==> config.mk <==
export PLATFORM = sky130hd
export DESIGN_NAME = led_pwm_driver
export DESIGN_NICKNAME = d
export VERILOG_FILES = /design/src/rtl/led_pwm_driver.sv
export SDC_FILE = /design/constraint.sdc
export NUM_CORES = 1
export LEC_CHECK = 0
export CORE_AREA = 3 3 169 105
export DETAILED_ROUTE_END_ITERATION = 16
export DIE_AREA = 0 0 172 108
export PLACE_DENSITY = 0.8
export SYNTH_ARGS = -nofsm -noshare
export SYNTH_HDL_FRONTEND = slang
export SYNTH_SLANG_ARGS = --single-unit
==> constraint.sdc <==
create_clock -name i_clk -period 2.8 [get_ports i_clk]
set_input_delay 0.56 -clock i_clk [delete_from_list [all_inputs] [get_ports i_clk]]
set_output_delay 0.56 -clock i_clk [all_outputs]
set_load 0.005 [all_outputs]
==> src/rtl/led_pwm_driver.sv <==
// -----------------------------------------------------------------------------
// led_pwm_driver
//
// Converts 8-bit palette duties (red/green/blue per RGB LED, luminance per
// basic LED) into registered PWM drive bits for the board pins.
//
// Timing:
//   - A prescaler divides i_clk by DIV = parm_FCLK / (parm_pwm_period_hz*256).
//     Its tick advances an 8-bit PWM counter, so one PWM period is 256 ticks.
//   - Duties are double-buffered. The shadow registers load only on the period
//     boundary (tick high with the counter at 255), so mid-period input changes
//     never glitch the outputs.
//   - o_period_strobe is high for the one clock after the boundary, i.e. the
//     first clock during which the new shadow duties are in force.
//   - Each output register loads (phase < shadow_duty) every clock, so the pins
//     trail the counter by exactly one clock.
//   - With parm_stagger = 1, LED k compares against cnt + k*(256/N) (mod 256).
//     This spreads the turn-on edges across the period. The three elements of an
//     RGB LED share one offset.
//
// Ports:
//   i_clk                    system clock
//   i_arst_n                 asynchronous, active-low reset
//   i_color_led_red_value    8*C  red duty, LED k at [8k+7:8k]
//   i_color_led_green_value  8*C  green duty, same packing
//   i_color_led_blue_value   8*C  blue duty, same packing
//   i_basic_led_lumin_value  8*B  basic LED duty, same packing
//   o_color_led_red          C    red PWM drive, LED k at bit k
//   o_color_led_green        C    green PWM drive
//   o_color_led_blue         C    blue PWM drive
//   o_basic_led              B    basic LED PWM drive
//   o_period_strobe          1    one-clock pulse as the shadow duties take effect
// -----------------------------------------------------------------------------
module led_pwm_driver #(
  parameter int parm_color_led_count = 4,
  parameter int parm_basic_led_count = 4,
  parameter int parm_FCLK            = 40_000_000,
  parameter int parm_pwm_period_hz   = 1000,
  parameter int parm_stagger         = 1
) (
  input  logic                              i_clk,
  input  logic                              i_arst_n,
  input  logic [8*parm_color_led_count-1:0] i_color_led_red_value,
  input  logic [8*parm_color_led_count-1:0] i_color_led_green_value,
  input  logic [8*parm_color_led_count-1:0] i_color_led_blue_value,
  input  logic [8*parm_basic_led_count-1:0] i_basic_led_lumin_value,
  output logic [parm_color_led_count-1:0]   o_color_led_red,
  output logic [parm_color_led_count-1:0]   o_color_led_green,
  output logic [parm_color_led_count-1:0]   o_color_led_blue,
  output logic [parm_basic_led_count-1:0]   o_basic_led,
  output logic                              o_period_strobe
);

  localparam int C   = parm_color_led_count;
  localparam int B   = parm_basic_led_count;
  localparam int DIV = parm_FCLK / (parm_pwm_period_hz * 256);
  // Keep the prescaler at least one bit wide. With DIV = 1 it stays at 0,
  // and the tick is then permanently high.
  localparam int PW  = (DIV > 1) ? $clog2(DIV) : 1;
  localparam logic [PW-1:0] PRESC_LAST = PW'(DIV - 1);

  // Phase offset of LED k within a group of n LEDs. n is a power of two no
  // larger than 8, so k*(256/n) always fits in 8 bits.
  function automatic logic [7:0] led_off(input int k, input int n);
    if (parm_stagger != 0) begin
      return 8'(k * (256 / n));
    end
    return 8'd0;
  endfunction

  // ---------------------------------------------------------------------------
  // Timebase: prescaler and PWM counter
  // ---------------------------------------------------------------------------
  logic [PW-1:0] presc_q, presc_d;
  logic [7:0]    cnt_q, cnt_d;
  logic          tick;
  logic          boundary;

  always_comb begin
    tick     = (presc_q == PRESC_LAST);
    presc_d  = tick ? '0 : presc_q + PW'(1);
    cnt_d    = tick ? cnt_q + 8'd1 : cnt_q;
    boundary = tick && (cnt_q == 8'hFF);
  end

  // ---------------------------------------------------------------------------
  // Shadow duties: the inputs are sampled only on the boundary cycle
  // ---------------------------------------------------------------------------
  logic [8*C-1:0] red_sh_q,   red_sh_d;
  logic [8*C-1:0] green_sh_q, green_sh_d;
  logic [8*C-1:0] blue_sh_q,  blue_sh_d;
  logic [8*B-1:0] basic_sh_q, basic_sh_d;
  logic           strobe_q,   strobe_d;

  always_comb begin
    red_sh_d   = boundary ? i_color_led_red_value   : red_sh_q;
    green_sh_d = boundary ? i_color_led_green_value : green_sh_q;
    blue_sh_d  = boundary ? i_color_led_blue_value  : blue_sh_q;
    basic_sh_d = boundary ? i_basic_led_lumin_value : basic_sh_q;
    strobe_d   = boundary;
  end

  // ---------------------------------------------------------------------------
  // Per-LED phase and compare
  // ---------------------------------------------------------------------------
  logic [C-1:0][7:0] col_ph;
  logic [B-1:0][7:0] bas_ph;

  always_comb begin
    col_ph = '0;
    for (int k = 0; k < C; k++) begin
      col_ph[k] = cnt_q + led_off(k, C);
    end
    bas_ph = '0;
    for (int k = 0; k < B; k++) begin
      bas_ph[k] = cnt_q + led_off(k, B);
    end
  end

  logic [C-1:0] red_q,   red_d;
  logic [C-1:0] green_q, green_d;
  logic [C-1:0] blue_q,  blue_d;
  logic [B-1:0] basic_q, basic_d;

  // A strict less-than gives exactly d high phases out of 0..255. Duty 0 is
  // therefore never high, and duty 255 is low only at phase 255.
  always_comb begin
    red_d   = '0;
    green_d = '0;
    blue_d  = '0;
    for (int k = 0; k < C; k++) begin
      red_d[k]   = col_ph[k] < red_sh_q[8*k +: 8];
      green_d[k] = col_ph[k] < green_sh_q[8*k +: 8];
      blue_d[k]  = col_ph[k] < blue_sh_q[8*k +: 8];
    end
    basic_d = '0;
    for (int k = 0; k < B; k++) begin
      basic_d[k] = bas_ph[k] < basic_sh_q[8*k +: 8];
    end
  end

  // ---------------------------------------------------------------------------
  // State registers
  // ---------------------------------------------------------------------------
  always_ff @(posedge i_clk or negedge i_arst_n) begin
    if (!i_arst_n) begin
      presc_q    <= '0;
      cnt_q      <= '0;
      red_sh_q   <= '0;
      green_sh_q <= '0;
      blue_sh_q  <= '0;
      basic_sh_q <= '0;
      strobe_q   <= 1'b0;
      red_q      <= '0;
      green_q    <= '0;
      blue_q     <= '0;
      basic_q    <= '0;
    end else begin
      presc_q    <= presc_d;
      cnt_q      <= cnt_d;
      red_sh_q   <= red_sh_d;
      green_sh_q <= green_sh_d;
      blue_sh_q  <= blue_sh_d;
      basic_sh_q <= basic_sh_d;
      strobe_q   <= strobe_d;
      red_q      <= red_d;
      green_q    <= green_d;
      blue_q     <= blue_d;
      basic_q    <= basic_d;
    end
  end

  assign o_color_led_red   = red_q;
  assign o_color_led_green = green_q;
  assign o_color_led_blue  = blue_q;
  assign o_basic_led       = basic_q;
  assign o_period_strobe   = strobe_q;

endmodule
## Word level (Yosys, flattened, before mapping)

Cells that the tools add are included.

- Register bits after elaboration: 161
- Input port bits: 130
- Logic and storage cells: 36

- Add/sub/neg operators: 5
- $lt $le $gt $ge: 16
- Equal/unequal tests: 2
- Mux-type cells: 1
- Reductions and logical operators: 1

Operators by type and width:

| cell | number |
|---|---|
| $lt 8x8->1 | 16 |
| $add 8x1->8 const B | 2 |
| $add 8x8->8 const B | 2 |
| $eq 8x8->1 const B | 2 |
| $add 8x7->8 const B | 1 |
| $mux 8 | 1 |
| $logic_and 1x1->1 | 1 |

## Logic depth before layout (Yosys ltp)

Gate-level depths: netlist of the first run.

- Depth in word-level cells: 2
- Mapped depth: 6
- Depth with buffers taken out: 6

## Worst setup path before layout of the first run

Ideal clock, no wire load.

- Path kind: register -> register
- Start point: reg cnt_q[1]
- End point: reg red_sh_q[11]
- Library setup time: 0.125 ns
- Arrival time: 1.935 ns
- Required time: 2.675 ns
- Setup slack: 0.740 ns
- Cell stages (with the launch flop): 7
- Buffers on the path: 2
- Cells stage by stage: dfrtp_1 > ha_1 > nand2_1 > nor4_4 > buf_4 > buf_12 > mux2_2

- Longest elaborated chain between the ends: 2

Ends and longest elaborated chain:

| what | line | source |
|---|---|---|
| start, declared | 75 | `logic [7:0] cnt_q, cnt_d;` |
| start signal, assigned | 160 | `cnt_q <= cnt_d;` |
| $eq 8x8->1 | 83 | `boundary = tick && (cnt_q == 8'hFF);` |
| $logic_and 1x1->1 | 83 |  |
| end signal, assigned | 161 | `red_sh_q <= red_sh_d;` |
| end, declared | 89 | `logic [8*C-1:0] red_sh_q, red_sh_d;` |

No other way between the ends.
A chain may end at the register's enable or synchronous reset.

## Worst setup path in the final report of the first run

- Start point: reg presc_q[0]
- End point: reg green_sh_q[12]

- Longest elaborated chain between the ends: 2

Ends and longest elaborated chain:

| what | line | source |
|---|---|---|
| start, declared | 74 | `logic [PW-1:0] presc_q, presc_d;` |
| start signal, assigned | 159 | `presc_q <= presc_d;` |
| $eq 8x8->1 | 80 | `tick = (presc_q == PRESC_LAST);` |
| $logic_and 1x1->1 | 83 |  |
| end signal, assigned | 162 | `green_sh_q <= green_sh_d;` |
| end, declared | 90 | `logic [8*C-1:0] green_sh_q, green_sh_d;` |

No other way between the ends.

==> metrics.txt, run 1 <==
normalized max-slew margin 0.5727; number of global-route vias before repair 6418; drt pass-1 iters 5; crit path kind reg -> reg; number of vias per cell 5.233; final instance area 11130 um^2; net count after synthesis 1028; starting density of the core 0.5436; final hold violation count 0; postcts setup bufs 0; post-cts hold buffer count 0; Synth Area in Adders 0.1632; Sum Neg Setup Slack 0 ps; post-route total power 4.989 mW; EDFF count, synth 0; Max Clock Skew 11.72 ps; R2R depth 5; layout cell share with drive strength beyond 1 0.1856; endpoint arrival time on the critical path 2610 ps; routed len/inst 17.36 um; mux contribution to synthesized area 0.1659; compound-cell area share of the yosys netlist 0.05720; antenna diode count 0; TritonCTS sink count 161; largest area contributor in the synthesized netlist sky130_fd_sc_hd__dfrtp_1; clock transition at the registers of the reported paths 70 ps; Seq cells post-synth 161; net count reported at finish 1191; initial DRC count 290; half-perimeter wire length after detailed placement 14010 um; largest net degree at the start of global routing 68; xor-xnor portion of the synthesized cell area 0.01093; antenna-violating nets left 0; maximum capacitance violations 0; DRC 0; busiest layer in global routing met2; share of synthesized area occupied by flip-flops and latches 0.4571; share of async-settable or async-resettable flops after synthesis 1.000; deepest clock path buffer count 2; outcome completed; DP Area 10520 um^2; Warnings, synthesis 0; count of vias placed by the detailed router 6112; Clock Root Buffer sky130_fd_sc_hd__clkbuf_16; die width 172 um; P per Cell Area 448.1 nW/um^2; worst min-delay path category in -> async; number of instances in the synthesized netlist 783; upper clock frequency limit 431.6 MHz; number of gates resized after cts 0; hold_ws 126.4 ps; Die Height 108 um; category of the worst setup path capture point register; worst path required time 3100 ps; Global Route Usage Sum 0.2281; leading cell types by total area after synthesis sky130_fd_sc_hd__dfrtp_1, sky130_fd_sc_hd__mux2_2, sky130_fd_sc_hd__ha_1; GR Layer Usage met2 0.3553; leftover overflow at the end of global routing 0; die area 18580 um^2; number of placed instances with taps included 1136; simple-gate share of the synthesized area 0.07353; Worst IR Drop VDD 0.3313 mV; fraction of the cycle the final worst path needs 0.8275; final worst path period need 2317 ps; total core area 16220 um^2; netlist area before placement 8815 um^2; transition at the pin with the smallest max-transition slack 641.0 ps; number of antenna violations at the first check in global routing 0; commonest cells after routing, fill and taps aside sky130_fd_sc_hd__dfrtp_1, sky130_fd_sc_hd__clkdlybuf4s50_1, sky130_fd_sc_hd__mux2_2; row count 36; Syn Area/Cell 11.26 um^2; setup repair after global routing missed its margin false; routability congestion estimate from global placement 0.7887; H-tree levels 4; Worst R2R Setup Slack 480 ps; Yosys cell types 30; pins over their slew limit 0; first-pass GRT wire length 32690 um; most common library cell in the layout ignoring fill and taps sky130_fd_sc_hd__dfrtp_1; proportion of netlist area held by the largest area contributor 0.4571; Finish-stage setup viols 0; CP max FO 52; nature of the critical path startpoint register; met1 GRT Util 0.3303; IO Pins 147; total of buffers placed on input and output ports 146; sum of routed wire length over all layers 20280 um; clock buffers created by TritonCTS 17; Final Instance Count excl. Fillers 1168; grt met3 use 0.04056; TritonCTS clock tree built; area delta synth->final 26.30%; leak pwr 5.252 nW; primary flip-flop cell chosen by synthesis mapping sky130_fd_sc_hd__dfrtp_1; clock latency on the worst-skew pair 420 ps; combinational family with the most area after synthesis multiplexers
==> routing by layer <==
metal	share of wire	wire length, um
met1	0.47	9570
met2	0.44	9019
met3	0.073	1490
met4	0.0098	199
met5	0	0
==> power by group <==
part	total [mW]	internal (mW)	switching (mW)
sequential	2.33	2.33	0
clock	2.42	1.46	0.958
combinational	0.245	0.164	0.0810
==> critical path, cell delays in order, from the launching register on <==
cell,delay [ps]
sky130_fd_sc_hd__dfrtp_1,380
sky130_fd_sc_hd__ha_1,260
sky130_fd_sc_hd__nand3b_2,240
sky130_fd_sc_hd__nor4_4,560
sky130_fd_sc_hd__buf_12,330
sky130_fd_sc_hd__mux2_2,380
==> cells in the mapped netlist (3+ instances only) <==
master and n:
sky130_fd_sc_hd__nor2_1 38, sky130_fd_sc_hd__xor2_1 6, sky130_fd_sc_hd__nor3_1 18, sky130_fd_sc_hd__nand3_1 5
sky130_fd_sc_hd__ha_1 115, sky130_fd_sc_hd__nand4_1 4, sky130_fd_sc_hd__dfrtp_1 161, sky130_fd_sc_hd__a21oi_1 49
sky130_fd_sc_hd__and4_1 3, sky130_fd_sc_hd__nor4_1 4, sky130_fd_sc_hd__mux2_2 129, sky130_fd_sc_hd__nand2_1 35
sky130_fd_sc_hd__o21ai_0 49, sky130_fd_sc_hd__inv_1 119, sky130_fd_sc_hd__buf_6 11, sky130_fd_sc_hd__nor3b_1 16
sky130_fd_sc_hd__xnor2_1 5
==> cell type report <==
class                           count  area [um^2]
Fill cell                        1213         5082
Clock inverter                     11        152.6
Multi-Input combinational cell    485         4150
Tap cell                          209        261.5
Timing Repair Buffer              162         1633
Clock buffer                       21        460.4
Inverter                          119        446.7
Sequential cell                   161         4029
==> metrics by stage <==
stage / worst slack [ps] / util
floorplan: 739.9 / -
global placement: 610.3 / 0.6488
detailed placement: 526.8 / 0.6488
CTS: 486.5 / 0.6866
global route: 349.6 / 0.6866
finish: 482.9 / 0.6866
==> state kept, by name, indices dropped and copies added, names as in the netlist <==
register / count
basic_sh_q: 32
blue_sh_q: 32
green_sh_q: 32
red_sh_q: 32
cnt_q: 8
presc_q: 8
o_basic_led: 4
o_color_led_blue: 4
o_color_led_green: 4
o_color_led_red: 4
o_period_strobe: 1
==> path summary, 6_finish.rpt <==
check | startpoint | endpoint
max in group asynchronous | i_arst_n | red_sh_q[23]$_DFFE_PN0P_
min in group i_clk | presc_q[0]$_DFF_PN0_ | presc_q[0]$_DFF_PN0_
hold / removal | i_arst_n | red_sh_q[8]$_DFFE_PN0P_
setup / recovery | presc_q[0]$_DFF_PN0_ | green_sh_q[12]$_DFFE_PN0P_
hold reg to reg | presc_q[0]$_DFF_PN0_ | presc_q[0]$_DFF_PN0_
setup reg to reg | presc_q[0]$_DFF_PN0_ | green_sh_q[12]$_DFFE_PN0P_
==> logic make-up (layout without fill, tap and decap cells) <==
family	Yosys count	in the layout
DFF	161	161
buffers and inverters	137	313
muxes	130	130
and+or+nand+nor	129	129
adders and majority gates	115	115
AOI/OAI and AO/OA	100	100
xor gates and xnor gates	11	11
Power figures use the tool's default switching activity.
==> run 2, diff against run 1 <==
==> constraint.sdc (replaced) <==
create_clock -name i_clk -period 2.3 [get_ports i_clk]
set_input_delay 0.46 -clock i_clk [delete_from_list [all_inputs] [get_ports i_clk]]
set_output_delay 0.46 -clock i_clk [all_outputs]
set_load 0.005 [all_outputs]
==> run 2 against run 1 <==
Fmax grew 11%. Register-to-register slack lost 280 ps. Critical endpoint is now blue_sh_q[15]$_DFFE_PN0P_. First-iteration DRC count grew 6.9%. Die area is the same.
==> metrics.txt, run 2 (same netlist as run 1, synthesis figures left out) <==
outcome completed; transition at the pin with the smallest max-transition slack 568.5 ps (-72.48 ps); DRC 0 (unchanged); worst min-delay path category reg -> reg; post-route total power 6.089 mW (+22%); sum of routed wire length over all layers 20430 um (+0.73%); R2R depth 6 (+1); category of the worst setup path capture point register; clock transition at the registers of the reported paths 70 ps (about the same); antenna diode count 0 (unchanged); normalized max-slew margin 0.6206 (+0.04791); Die Height 108 um (unchanged); antenna-violating nets left 0 (unchanged); startpoint of the most critical hold path presc_q[0]$_DFF_PN0_; Finish-stage setup viols 0 (unchanged); P per Cell Area 541.2 nW/um^2 (+21%); Worst IR Drop VDD 0.5802 mV (+75%); number of vias per cell 5.254 (+0.41%); Sum Neg Setup Slack 0 ps (unchanged); Seq pwr share 0.465 (about the same); routed metal-1 wire length 10080 um (+5.3%); clock latency on the worst-skew pair 430 ps (about the same); Worst Hold End presc_q[0]$_DFF_PN0_; Max Clock Skew 13.43 ps (+1.713 ps); CP max FO 18 (-65%); hold_ws 497.4 ps (+371.0 ps); die width 172 um (unchanged); pins over their slew limit 0 (unchanged); final worst path period need 2093 ps (-224.0 ps); final hold violation count 0 (unchanged); endpoint arrival time on the critical path 2400 ps (-210 ps); commonest cells after routing, fill and taps aside sky130_fd_sc_hd__dfrtp_1, sky130_fd_sc_hd__clkdlybuf4s50_1, sky130_fd_sc_hd__mux2_2; initial DRC count 310 (+6.9%); Global Route Usage Sum 0.2288 (+0.0006729); first-pass GRT wire length 32690 um (unchanged); setup repair after global routing missed its margin false; drt pass-1 iters 5 (unchanged); die area 18580 um^2 (unchanged); worst path required time 2610 ps (-490 ps); TritonCTS sink count 161 (unchanged); net count reported at finish 1199 (+0.67%); most common library cell in the layout ignoring fill and taps sky130_fd_sc_hd__dfrtp_1; leak pwr 5.307 nW (+1.0%); Internal Pwr Total 4.760 mW (+21%); Worst Hold Depth 1; fraction of the cycle the final worst path needs 0.9101 (+0.08251); crit path kind reg -> reg; TritonCTS clock tree built; count of vias placed by the detailed router 6179 (+1.1%); Clock Root Buffer sky130_fd_sc_hd__clkbuf_16; number of global-route vias before repair 6363 (-0.86%); routed len/inst 17.37 um (about the same); total core area 16220 um^2 (unchanged); clock power share 0.486 (about the same); switching portion of total power 0.2183 (+0.009940); H-tree levels 4 (unchanged); maximum capacitance violations 0 (unchanged); Worst R2R Setup Slack 210 ps (-280 ps); layout cell share with drive strength beyond 1 0.1923 (+0.006737); area delta synth->final 27.64%; half-perimeter wire length after detailed placement 14150 um (+0.98%); row count 36 (unchanged); routability congestion estimate from global placement 0.7666 (-2.8%); leftover overflow at the end of global routing 0 (unchanged); Psw 1.329 mW (+28%); routed length on met2 8919 um (-1.1%); total of buffers placed on input and output ports 146 (unchanged); starting density of the core 0.5436 (unchanged); proportion of power drawn by combinational gates 0.050 (about the same); clock buffers created by TritonCTS 17 (unchanged); routed length on met3 1158 um (-22%); critical register-to-register path startpoint presc_q[0]$_DFF_PN0_; deepest clock path buffer count 2 (unchanged); upper clock frequency limit 477.8 MHz (+11%); terminus of the critical flop-to-flop path blue_sh_q[15]$_DFFE_PN0P_; largest net degree at the start of global routing 48 (-29%); IO Pins 147 (unchanged); Max Used Layer met5; nature of the critical path startpoint register; number of antenna violations at the first check in global routing 2 (+2)
[run 2: through the flow]
step	cell area, um^2	setup slack (ps)	cells	util
final	11250	206.9	1176	0.6938
after global routing	11250	55.21	1176	0.6938
after CTS	11250	200.5	1176	0.6938
after detailed placement	10640	246.6	1143	0.6559
after global placement	10640	305.0	1143	0.6559
after floorplan	8815	239.9	783	-
[run 2: cell type report]
type	instances	area, um^2
clock buffers	18	429.2
repair buffers	170	1758
well taps	209	261.5
clock inverters	14	176.4
inverters	119	446.7
multi-input cells	485	4150
flip-flops and latches	161	4029
fillers	1182	4965
[run 2: worst max-delay path by stage]
stage                               startpoint                         to  slack, ps  depth (start not counted)
final                     presc_q[0]$_DFF_PN0_  blue_sh_q[15]$_DFFE_PN0P_        210                          6
after detailed placement  presc_q[0]$_DFF_PN0_  blue_sh_q[14]$_DFFE_PN0P_        250                          6
after global placement    presc_q[0]$_DFF_PN0_  blue_sh_q[18]$_DFFE_PN0P_        300                          6
after CTS                 presc_q[0]$_DFF_PN0_  blue_sh_q[15]$_DFFE_PN0P_        200                          6
after floorplan           cnt_q[1]$_DFFE_PN0N_   red_sh_q[11]$_DFFE_PN0P_        240                          6
after global routing      presc_q[0]$_DFF_PN0_  blue_sh_q[15]$_DFFE_PN0P_         60                          6
[run 2: timing repair]
action                                 in CTS  in global routing
endpoints found under the hold margin      35                  0
gates resized for setup                     0                  0
setup buffers                               0                  0
hold buffers                                1                  0
[run 2: power groups by stage]
stage | sequential [mW] | combinational, mW | clock, mW
floorplan | 2.89 | 0.00184 | 0
finish | 2.83 | 0.302 | 2.96
CTS | 2.83 | 0.307 | 2.99
detailed placement | 2.88 | 0.304 | 0
global route | 2.83 | 0.325 | 3.11
global placement | 2.88 | 0.304 | 0
[run 2: critical path: stages, from the launching register on]
cell	delay, ps
sky130_fd_sc_hd__dfrtp_1	400
sky130_fd_sc_hd__ha_1	270
sky130_fd_sc_hd__nand3b_2	140
sky130_fd_sc_hd__nor4_4	390
sky130_fd_sc_hd__buf_4	250
sky130_fd_sc_hd__buf_12	170
sky130_fd_sc_hd__mux2_2	350
[run 2: layer usage]
| metal | global-route usage | up-vias |
|---|---|---|
| met5 | 0 | - |
| met4 | 0.06834 | 4 |
| met3 | 0.05079 | 26 |
| met2 | 0.3438 | 177 |
| met1 | 0.3338 | 2945 |
| li1 | - | 3027 |
